## src/rtl/muldiv_pkg.sv

```systemverilog
// muldiv_pkg: op encodings, FSM states and constants shared by the multiply/divide unit
package muldiv_pkg;
   localparam logic [1:0] OP_MULT  = 2'b00;
   localparam logic [1:0] OP_MULTU = 2'b01;
   localparam logic [1:0] OP_DIV   = 2'b10;
   localparam logic [1:0] OP_DIVU  = 2'b11;
   localparam int MAX_NBITS = 128;
   localparam logic [MAX_NBITS-1:0] DIVZERO_LO = '1;
   typedef enum logic [1:0] {IDLE, CALC, FIX} state_t;
endpackage

```

## src/rtl/muldiv_core.sv

```systemverilog
// muldiv_core: shared hi/lo shift datapath, one shift-add multiply or restoring-divide step per enabled cycle
module muldiv_core #(
   parameter int NBITS = 32
)(
   input  logic             clock,
   input  logic             reset_n,
   input  logic             load,
   input  logic             step,
   input  logic             is_div,
   input  logic [NBITS-1:0] a,
   input  logic [NBITS-1:0] b,
   output logic [NBITS-1:0] acc_hi,
   output logic [NBITS-1:0] acc_lo
);
   logic [NBITS-1:0] b_r;
   logic [NBITS:0] sum, rem, diff;
   logic ge;
   logic [NBITS-1:0] hi_nx, lo_nx;
   always_comb begin
      sum   = {1'b0, acc_hi} + (acc_lo[0] ? {1'b0, b_r} : '0);
      rem   = {acc_hi, acc_lo[NBITS-1]};
      diff  = rem - {1'b0, b_r};
      ge    = !diff[NBITS];
      hi_nx = is_div ? (ge ? diff[NBITS-1:0] : rem[NBITS-1:0]) : sum[NBITS:1];
      lo_nx = is_div ? {acc_lo[NBITS-2:0], ge} : {sum[0], acc_lo[NBITS-1:1]};
   end
   always_ff @(posedge clock or negedge reset_n)
      if (!reset_n) begin
         acc_hi <= '0;
         acc_lo <= '0;
         b_r    <= '0;
      end else if (load) begin
         acc_hi <= '0;
         acc_lo <= a;
         b_r    <= b;
      end else if (step) begin
         acc_hi <= hi_nx;
         acc_lo <= lo_nx;
      end
endmodule

```

## src/rtl/muldiv_unit.sv

```systemverilog
// muldiv_unit: iterative signed/unsigned MULT/DIV with HI/LO registers, start/busy/done handshake,
// flush and MTHI/MTLO writes
module muldiv_unit
   import muldiv_pkg::*;
#(
   parameter  int NBITS = 32,
   localparam int CNT_W = $clog2(NBITS) + 1
)(
   input  logic             clock,
   input  logic             reset_n,
   input  logic             start,
   input  logic [1:0]       op,
   input  logic [NBITS-1:0] operando_A,
   input  logic [NBITS-1:0] operando_B,
   input  logic             flush,
   input  logic             write_hi,
   input  logic             write_lo,
   output logic             busy,
   output logic             done,
   output logic             div_zero,
   output logic [NBITS-1:0] hi,
   output logic [NBITS-1:0] lo
);
   state_t state, state_nx;
   logic [CNT_W-1:0] cnt;
   logic div_r, neg_q, neg_r, dz_r;
   logic sa, sb, dz, accept, step, fix_go;
   logic [NBITS-1:0] mag_a, mag_b, core_a, acc_hi, acc_lo, hi_nx, lo_nx;
   logic [2*NBITS-1:0] prod;
   always_comb begin
      sa       = !op[0] && operando_A[NBITS-1];
      sb       = !op[0] && operando_B[NBITS-1];
      mag_a    = sa ? -operando_A : operando_A;
      mag_b    = sb ? -operando_B : operando_B;
      dz       = op[1] && (operando_B == '0);
      busy     = state != IDLE;
      accept   = state == IDLE && start && !flush;
      step     = state == CALC && !flush;
      fix_go   = state == FIX && !flush;
      core_a   = dz ? operando_A : mag_a;
      state_nx = flush ? IDLE
               : (state == IDLE && start) ? (dz ? FIX : CALC)
               : (state == CALC && cnt == CNT_W'(1)) ? FIX
               : (state == FIX) ? IDLE
               : state;
   end
   // Sign fix-up: product/quotient take sign(A)^sign(B), remainder takes sign(A)
   always_comb begin
      prod  = neg_q ? -{acc_hi, acc_lo} : {acc_hi, acc_lo};
      hi_nx = dz_r ? acc_lo : div_r ? (neg_r ? -acc_hi : acc_hi) : prod[2*NBITS-1:NBITS];
      lo_nx = dz_r ? DIVZERO_LO[NBITS-1:0] : div_r ? (neg_q ? -acc_lo : acc_lo) : prod[NBITS-1:0];
   end
   always_ff @(posedge clock or negedge reset_n)
      if (!reset_n) state <= IDLE;
      else          state <= state_nx;
   always_ff @(posedge clock or negedge reset_n)
      if (!reset_n) begin
         cnt      <= '0;
         div_r    <= 1'b0;
         neg_q    <= 1'b0;
         neg_r    <= 1'b0;
         dz_r     <= 1'b0;
         done     <= 1'b0;
         div_zero <= 1'b0;
         hi       <= '0;
         lo       <= '0;
      end else begin
         done <= fix_go;
         if (accept) begin
            cnt      <= CNT_W'(NBITS);
            div_r    <= op[1];
            neg_q    <= sa ^ sb;
            neg_r    <= sa;
            dz_r     <= dz;
            div_zero <= dz;
         end else if (step) cnt <= cnt - 1'b1;
         if (fix_go) begin
            hi <= hi_nx;
            lo <= lo_nx;
         end else if (!busy && !start) begin
            if (write_hi) hi <= operando_A;
            if (write_lo) lo <= operando_A;
         end
      end
   muldiv_core #(.NBITS(NBITS)) u_core (
      .clock   (clock),
      .reset_n (reset_n),
      .load    (accept),
      .step    (step),
      .is_div  (div_r),
      .a       (core_a),
      .b       (mag_b),
      .acc_hi  (acc_hi),
      .acc_lo  (acc_lo)
   );
endmodule

```

## config.mk

```make
export PLATFORM = sky130hd
export DESIGN_NAME = muldiv_unit
export DESIGN_NICKNAME = d
export VERILOG_FILES = /design/src/rtl/muldiv_pkg.sv /design/src/rtl/muldiv_core.sv /design/src/rtl/muldiv_unit.sv
export SDC_FILE = /design/constraint.sdc
export NUM_CORES = 1
export LEC_CHECK = 0
export ABC_CLOCK_PERIOD_IN_PS = 10000
export BUFFER_PORTS_ARGS = -buffer_cell sky130_fd_sc_hd__buf_2
export CAP_MARGIN = 5
export CORE_AREA = 5 5 177 179
export DETAILED_ROUTE_END_ITERATION = 7
export DIE_AREA = 0 0 182 184
export PLACE_DENSITY = 0.69
export SYNTH_ARGS = -nofsm -noshare
export SYNTH_HDL_FRONTEND = slang
export SYNTH_SLANG_ARGS = --single-unit
```

## constraint.sdc

```tcl
create_clock -name clock -period 10 [get_ports clock]
set_input_delay 2 -clock clock [delete_from_list [all_inputs] [get_ports clock]]
set_output_delay 2 -clock clock [all_outputs]
set_load 0.005 [all_outputs]
```

-- Word-level counts from Yosys, hierarchy flattened
Cells that the tools add are included.
- flip-flop bits (word level): 173
- input bits: 72
- logic and storage cells: 79
- add/subtract/negate cells: 8
- equality and inequality tests: 3
- multiplexer cells: 31
- bitwise operators: 1
- reduce and logical (&&, ||, !) cells: 24
- operator list (operator ; count):
    $mux 32 ; 23
    $neg 32->32 ; 4
    $mux 64 ; 1
    $neg 64->64 ; 1
    $add 32x33->33 ; 1
    $sub 33x32->33 ; 1
    $logic_not 32->1 ; 1
    $mux 6 ; 2
    $mux 2 ; 5
    $reduce_bool 2->1 ; 5
    $logic_and 1x1->1 ; 9
    $eq 6x1->1 const B ; 1
    $sub 6x1->6 const B ; 1
    $logic_not 1->1 ; 5
    $reduce_and 2->1 ; 2
    $reduce_bool 4->1 ; 1
    $eq 2x1->1 const B ; 1
    $eq 2x2->1 const B ; 1
    $logic_not 2->1 ; 1
    $xor 1x1->1 ; 1

-- Logic depth before layout (Yosys ltp)
- word-level depth: 5
- mapped depth: 16
- depth with buffers taken out: 14

-- Hierarchy
Synthesis repeated with hierarchy kept, for this count alone.
- cell total of the unflattened synthesis: 1945
- area, all modules: 15524.9 um2
- by module, submodules not included (module ; times used ; cells each ; area an instance (um2) ; sequential area each (um2)):
    muldiv_core ; 1 ; 1043 ; 8375.5 ; 2402.3
    muldiv_unit ; 1 ; 902 ; 7149.4 ; 1926.8

-- Least setup slack after synthesis
Ideal clock, no wire load.
- kind: in2reg
- start: input port operando_A[10]
- end: register u_core.acc_lo[24]
- setup time: 135 ps
- arrival: 3892 ps
- path slack: 5973 ps
- stages on the path: 8
- cells stage by stage: or4_1 -> nor2_1 -> nand3_1 -> or4_1 -> clkbuf_1 -> o41ai_1 -> xor2_1 -> o21ai_0
- cells in the longest elaborated chain, start to end: 4
- ends and longest elaborated chain (item ; RTL line ; RTL):
    start, declared ; muldiv_unit.sv:13 ; input logic [NBITS-1:0] operando_A,
    $neg 32->32 ; muldiv_unit.sv:33 ; mag_a = sa ? -operando_A : operando_A;
    $mux 32 ; muldiv_unit.sv:33 ;
    $mux 32 ; muldiv_unit.sv:40 ; core_a = dz ? operando_A : mag_a;
    $mux 32 ; muldiv_core.sv:32 ; end else if (load) begin
    end signal, assigned ; muldiv_core.sv:38 ; acc_lo <= lo_nx;
    end, declared ; muldiv_core.sv:13 ; output logic [NBITS-1:0] acc_lo
Every way passes these cells.
A chain may end at the register's enable or synchronous reset.

-- Final worst setup path
- start: register u_core.acc_lo[31]
- end: register u_core.acc_hi[16]
- cells in the longest elaborated chain, start to end: 5
- ends and longest elaborated chain (item ; RTL line ; RTL):
    $sub 33x32->33 ; muldiv_core.sv:22 ; diff = rem - {1'b0, b_r};
    $mux 32 (2 in series) ; muldiv_core.sv:24 ; hi_nx = is_div ? (ge ? diff[NBITS-1:0] : rem[NBITS-1:0]) : sum[NBITS:1];
    $mux 32 ; muldiv_core.sv:36 ; end else if (step) begin
    $mux 32 ; muldiv_core.sv:32 ;
    end signal, assigned ; muldiv_core.sv:37 ; acc_hi <= hi_nx;
    end, declared ; muldiv_core.sv:12 ; output logic [NBITS-1:0] acc_hi,
Every way passes these cells. The select of a mux whose other input is x is not followed.

==> out/results.ini <==
[worst_setup_path]
cp.required_ns = 10.31
rrSetupSlack_ns = 5.67
cp-end-kind = register
path_class = register to register
path_max_fanout = 40
cp.arrival_ns = 4.64
r2r-end = u_core.acc_hi[16]$_DFFE_PN0P_
cp-start-kind = register
r2r-start = u_core.acc_lo[31]$_DFFE_PN0P_
r2r_cells = 13

[clock_network]
cts_sinks = 173
cts_resized = 0
cts_tree = yes
cts_made_buffers = 17
clk_pin_slew_worst_paths_ns = 0.08
cts-htree-levels = 4
clockRootBuffer = clkbuf_16
cts_max_path_buffers = 2
ctsHoldBuffers = 0
post-cts-setup-buffer-count = 0
clock_latency_ns = 0.45

[floorplanning]
rows = 63
die_h_um = 184
chipWidth_um = 182
core_area_mm2 = 0.0294
initial_core_util_pct = 50.3
die-area_mm2 = 0.0335
io_pins = 139

[grt]
globalRouteMet1Util_pct = 36.0
grt_busiest_layer = met2
antenna_found_initial = 0
use_met3_pct = 3.58
grt_use_met2_pct = 45.3
grt_pass1_wl_mm = 74.6
track_usage_pct = 27.5
globalRouteOverflowTotal = 0
grt_pass1_vias = 13677
grt_max_degree = 101

[routing]
wl_per_cell_um = 20.4
drc_errors = 0
dr.pass1.iters = 6
ant_nets = 0
drt-vias-per-instance = 6.28
drt-initial-drc-count = 1360
wl_mm = 46.6
num_vias = 14358

[layout]
antennaDiodeCount = 0
nNetsFinal = 2028
area_growth_pct = 9.54
drive_gt1_share_pct = 11.7
final_util_pct = 55.0

[power]
intPower_mw = 2.31
comb_power_share_pct = 57.0
power.switching_mw = 2.17
swShare_pct = 48.5
p_clk_share_pct = 15.5
peakVddDrop_mv = 0.199
p_per_area_mw_per_mm2 = 277
power_frac_seq_pct = 27.5
p_leak_nw = 7.12

[yosys]
synth_edf_count = 0
yosys.area.top_type = dfrtp_1
synth_most_common_cell = nand2_1
ys_warn_count = 0
async_flop_share_pct = 100
ys_seq_area_share_pct = 29.3
syn_inst = 1835
synth_cell_types = 74
yosys_register_bits = 173
syn_avg_cell_area_um2 = 8.05
synth_nets = 1979
syn_area_mm2 = 0.0148
netlist.area_leader.share_pct = 29.3
ys.flop_type = dfrtp_1
ys_top_cells_by_count = nand2_1 (229), dfrtp_1 (173), o21ai_0 (158)
synth_area_leaders = dfrtp_1 (29%), xor2_1 (6.1%), ha_1 (5.9%), nand2_1 (5.8%), o21ai_0 (5.4%)

[sta]
setup_viol = 0
hold_viol = 0
slew_violations = 0
hold_ws_ns = 0.481
fmax_mhz = 231
fin_crit_sh_pct = 43.3
tightest_slew_ns = 1.19
setup_tns_ns = 0
finClkSkew_ns = 0.0137
grt_setup_unrepaired = no
period_needed_ns = 4.33
maxSlewHeadroom_pct = 20.5

[placed_design]
post-dp-hpwl_mm = 34.5
port_buffers = 138
routabilityCongestion = 0.937

[worst_hold_path]
min_path_cells = 2
min_from = u_core.b_r[24]$_DFFE_PN0P_
min_to = u_core.b_r[24]$_DFFE_PN0P_
hold_path.class = register to register

[outcome]
outcome = finished, final reports clean

[run]
max-cap-violations = 0

## worst max path at each step
stage	from	to	slack, ns	cells after the start
final	u_core.acc_lo[31]$_DFFE_PN0P_	u_core.acc_hi[16]$_DFFE_PN0P_	5.67	13
after global routing	u_core.acc_lo[31]$_DFFE_PN0P_	u_core.acc_hi[16]$_DFFE_PN0P_	5.54	13
after CTS	u_core.acc_lo[31]$_DFFE_PN0P_	u_core.acc_hi[16]$_DFFE_PN0P_	5.68	13
after detailed placement	operando_B[6]	u_core.acc_lo[30]$_DFFE_PN0P_	5.40	12
after global placement	operando_B[6]	u_core.acc_lo[6]$_DFFE_PN0P_	5.53	12
after floorplan	operando_A[10]	u_core.acc_lo[24]$_DFFE_PN0P_	5.97	8
## area by class of cell
cell class	count	area, um^2
multi-input cells	1477	9740
flip-flops and latches	173	4330
repair buffers	151	795
clock inverters	12	138
well taps	390	488
inverters	64	240
clock buffers	19	453
fillers	2799	13200
## kinds of logic after synthesis
kind of cell               after synthesis  share of synthesized area, %
muxes                                   84                          5.75
and+or+nand+nor                        572                          18.2
DFF                                    173                          29.3
AOI/OAI and AO/OA                      571                          25.0
adders and majority gates               72                          6.20
xor gates and xnor gates               178                          10.6
buffers and inverters                  185                          4.98
## worst max-delay path, cell delays in order (launching register included)
cell      delay, ns
dfrtp_1        0.43
inv_1          0.19
ha_1           0.29
fa_1           0.40
nand2b_1       0.19
a211o_1        0.31
a211o_1        0.31
a21oi_2        0.25
nor4_1         0.13
or4_4          0.51
nand3_4        0.47
mux2_2         0.42
a32oi_1        0.19
o21ai_0        0.10
## registers in the layout (all words and copies together) (netlist names)
signal / flops
neg_r: 1
neg_q: 1
done: 1
u_core.b_r: 32
u_core.acc_lo: 32
div_r: 1
lo: 32
hi: 32
dz_r: 1
u_core.acc_hi: 32
cnt: 6
state: 2
## power by group through the flow
stage,sequential (mW),clock (mW),combinational [mW]
after floorplan,1.06,0,2.03
after global placement,1.23,0,2.48
after detailed placement,1.23,0,2.51
after CTS,1.22,0.697,2.53
after global routing,1.26,0.729,2.83
final,1.23,0.693,2.56
## metal layers
layer / share of wire, % / wire, um
met3: 6.8 / 3150
met4: 4.6 / 2140
met5: 0 / 0
met2: 47 / 21700
met1: 42 / 19600
## cells in the final DEF (no fill, tap or decap), types with 13 or more instances in the layout
cell	instances
dfrtp_1	172
o31ai_1	26
o211ai_1	42
a21oi_1	107
nor2_1	133
ha_1	70
xor2_1	103
o221ai_1	13
a32oi_1	23
nand3_1	30
a22oi_1	28
inv_1	64
a21o_1	31
a31oi_1	22
nand2_1	228
nand2b_1	35
mux2i_1	77
o21ai_1	18
clkbuf_16	17
o41ai_1	16
nor3_1	24
a211oi_1	16
xnor2_1	75
nor4_1	15
buf_2	137
buf_4	13
o21ai_0	158
## through the flow
| stage | setup slack (ns) | total power [mW] | instances | instance area, um^2 |
|---|---|---|---|---|
| after CTS | 5.68 | 4.44 | 2286 | 16200 |
| final | 5.67 | 4.48 | 2286 | 16200 |
| after global placement | 5.53 | 3.71 | 2255 | 15600 |
| after global routing | 5.54 | 4.81 | 2286 | 16200 |
| after floorplan | 5.97 | 3.09 | 1835 | 14800 |
| after detailed placement | 5.40 | 3.74 | 2255 | 15600 |
Note: power is estimated with default switching activity, not from simulation.
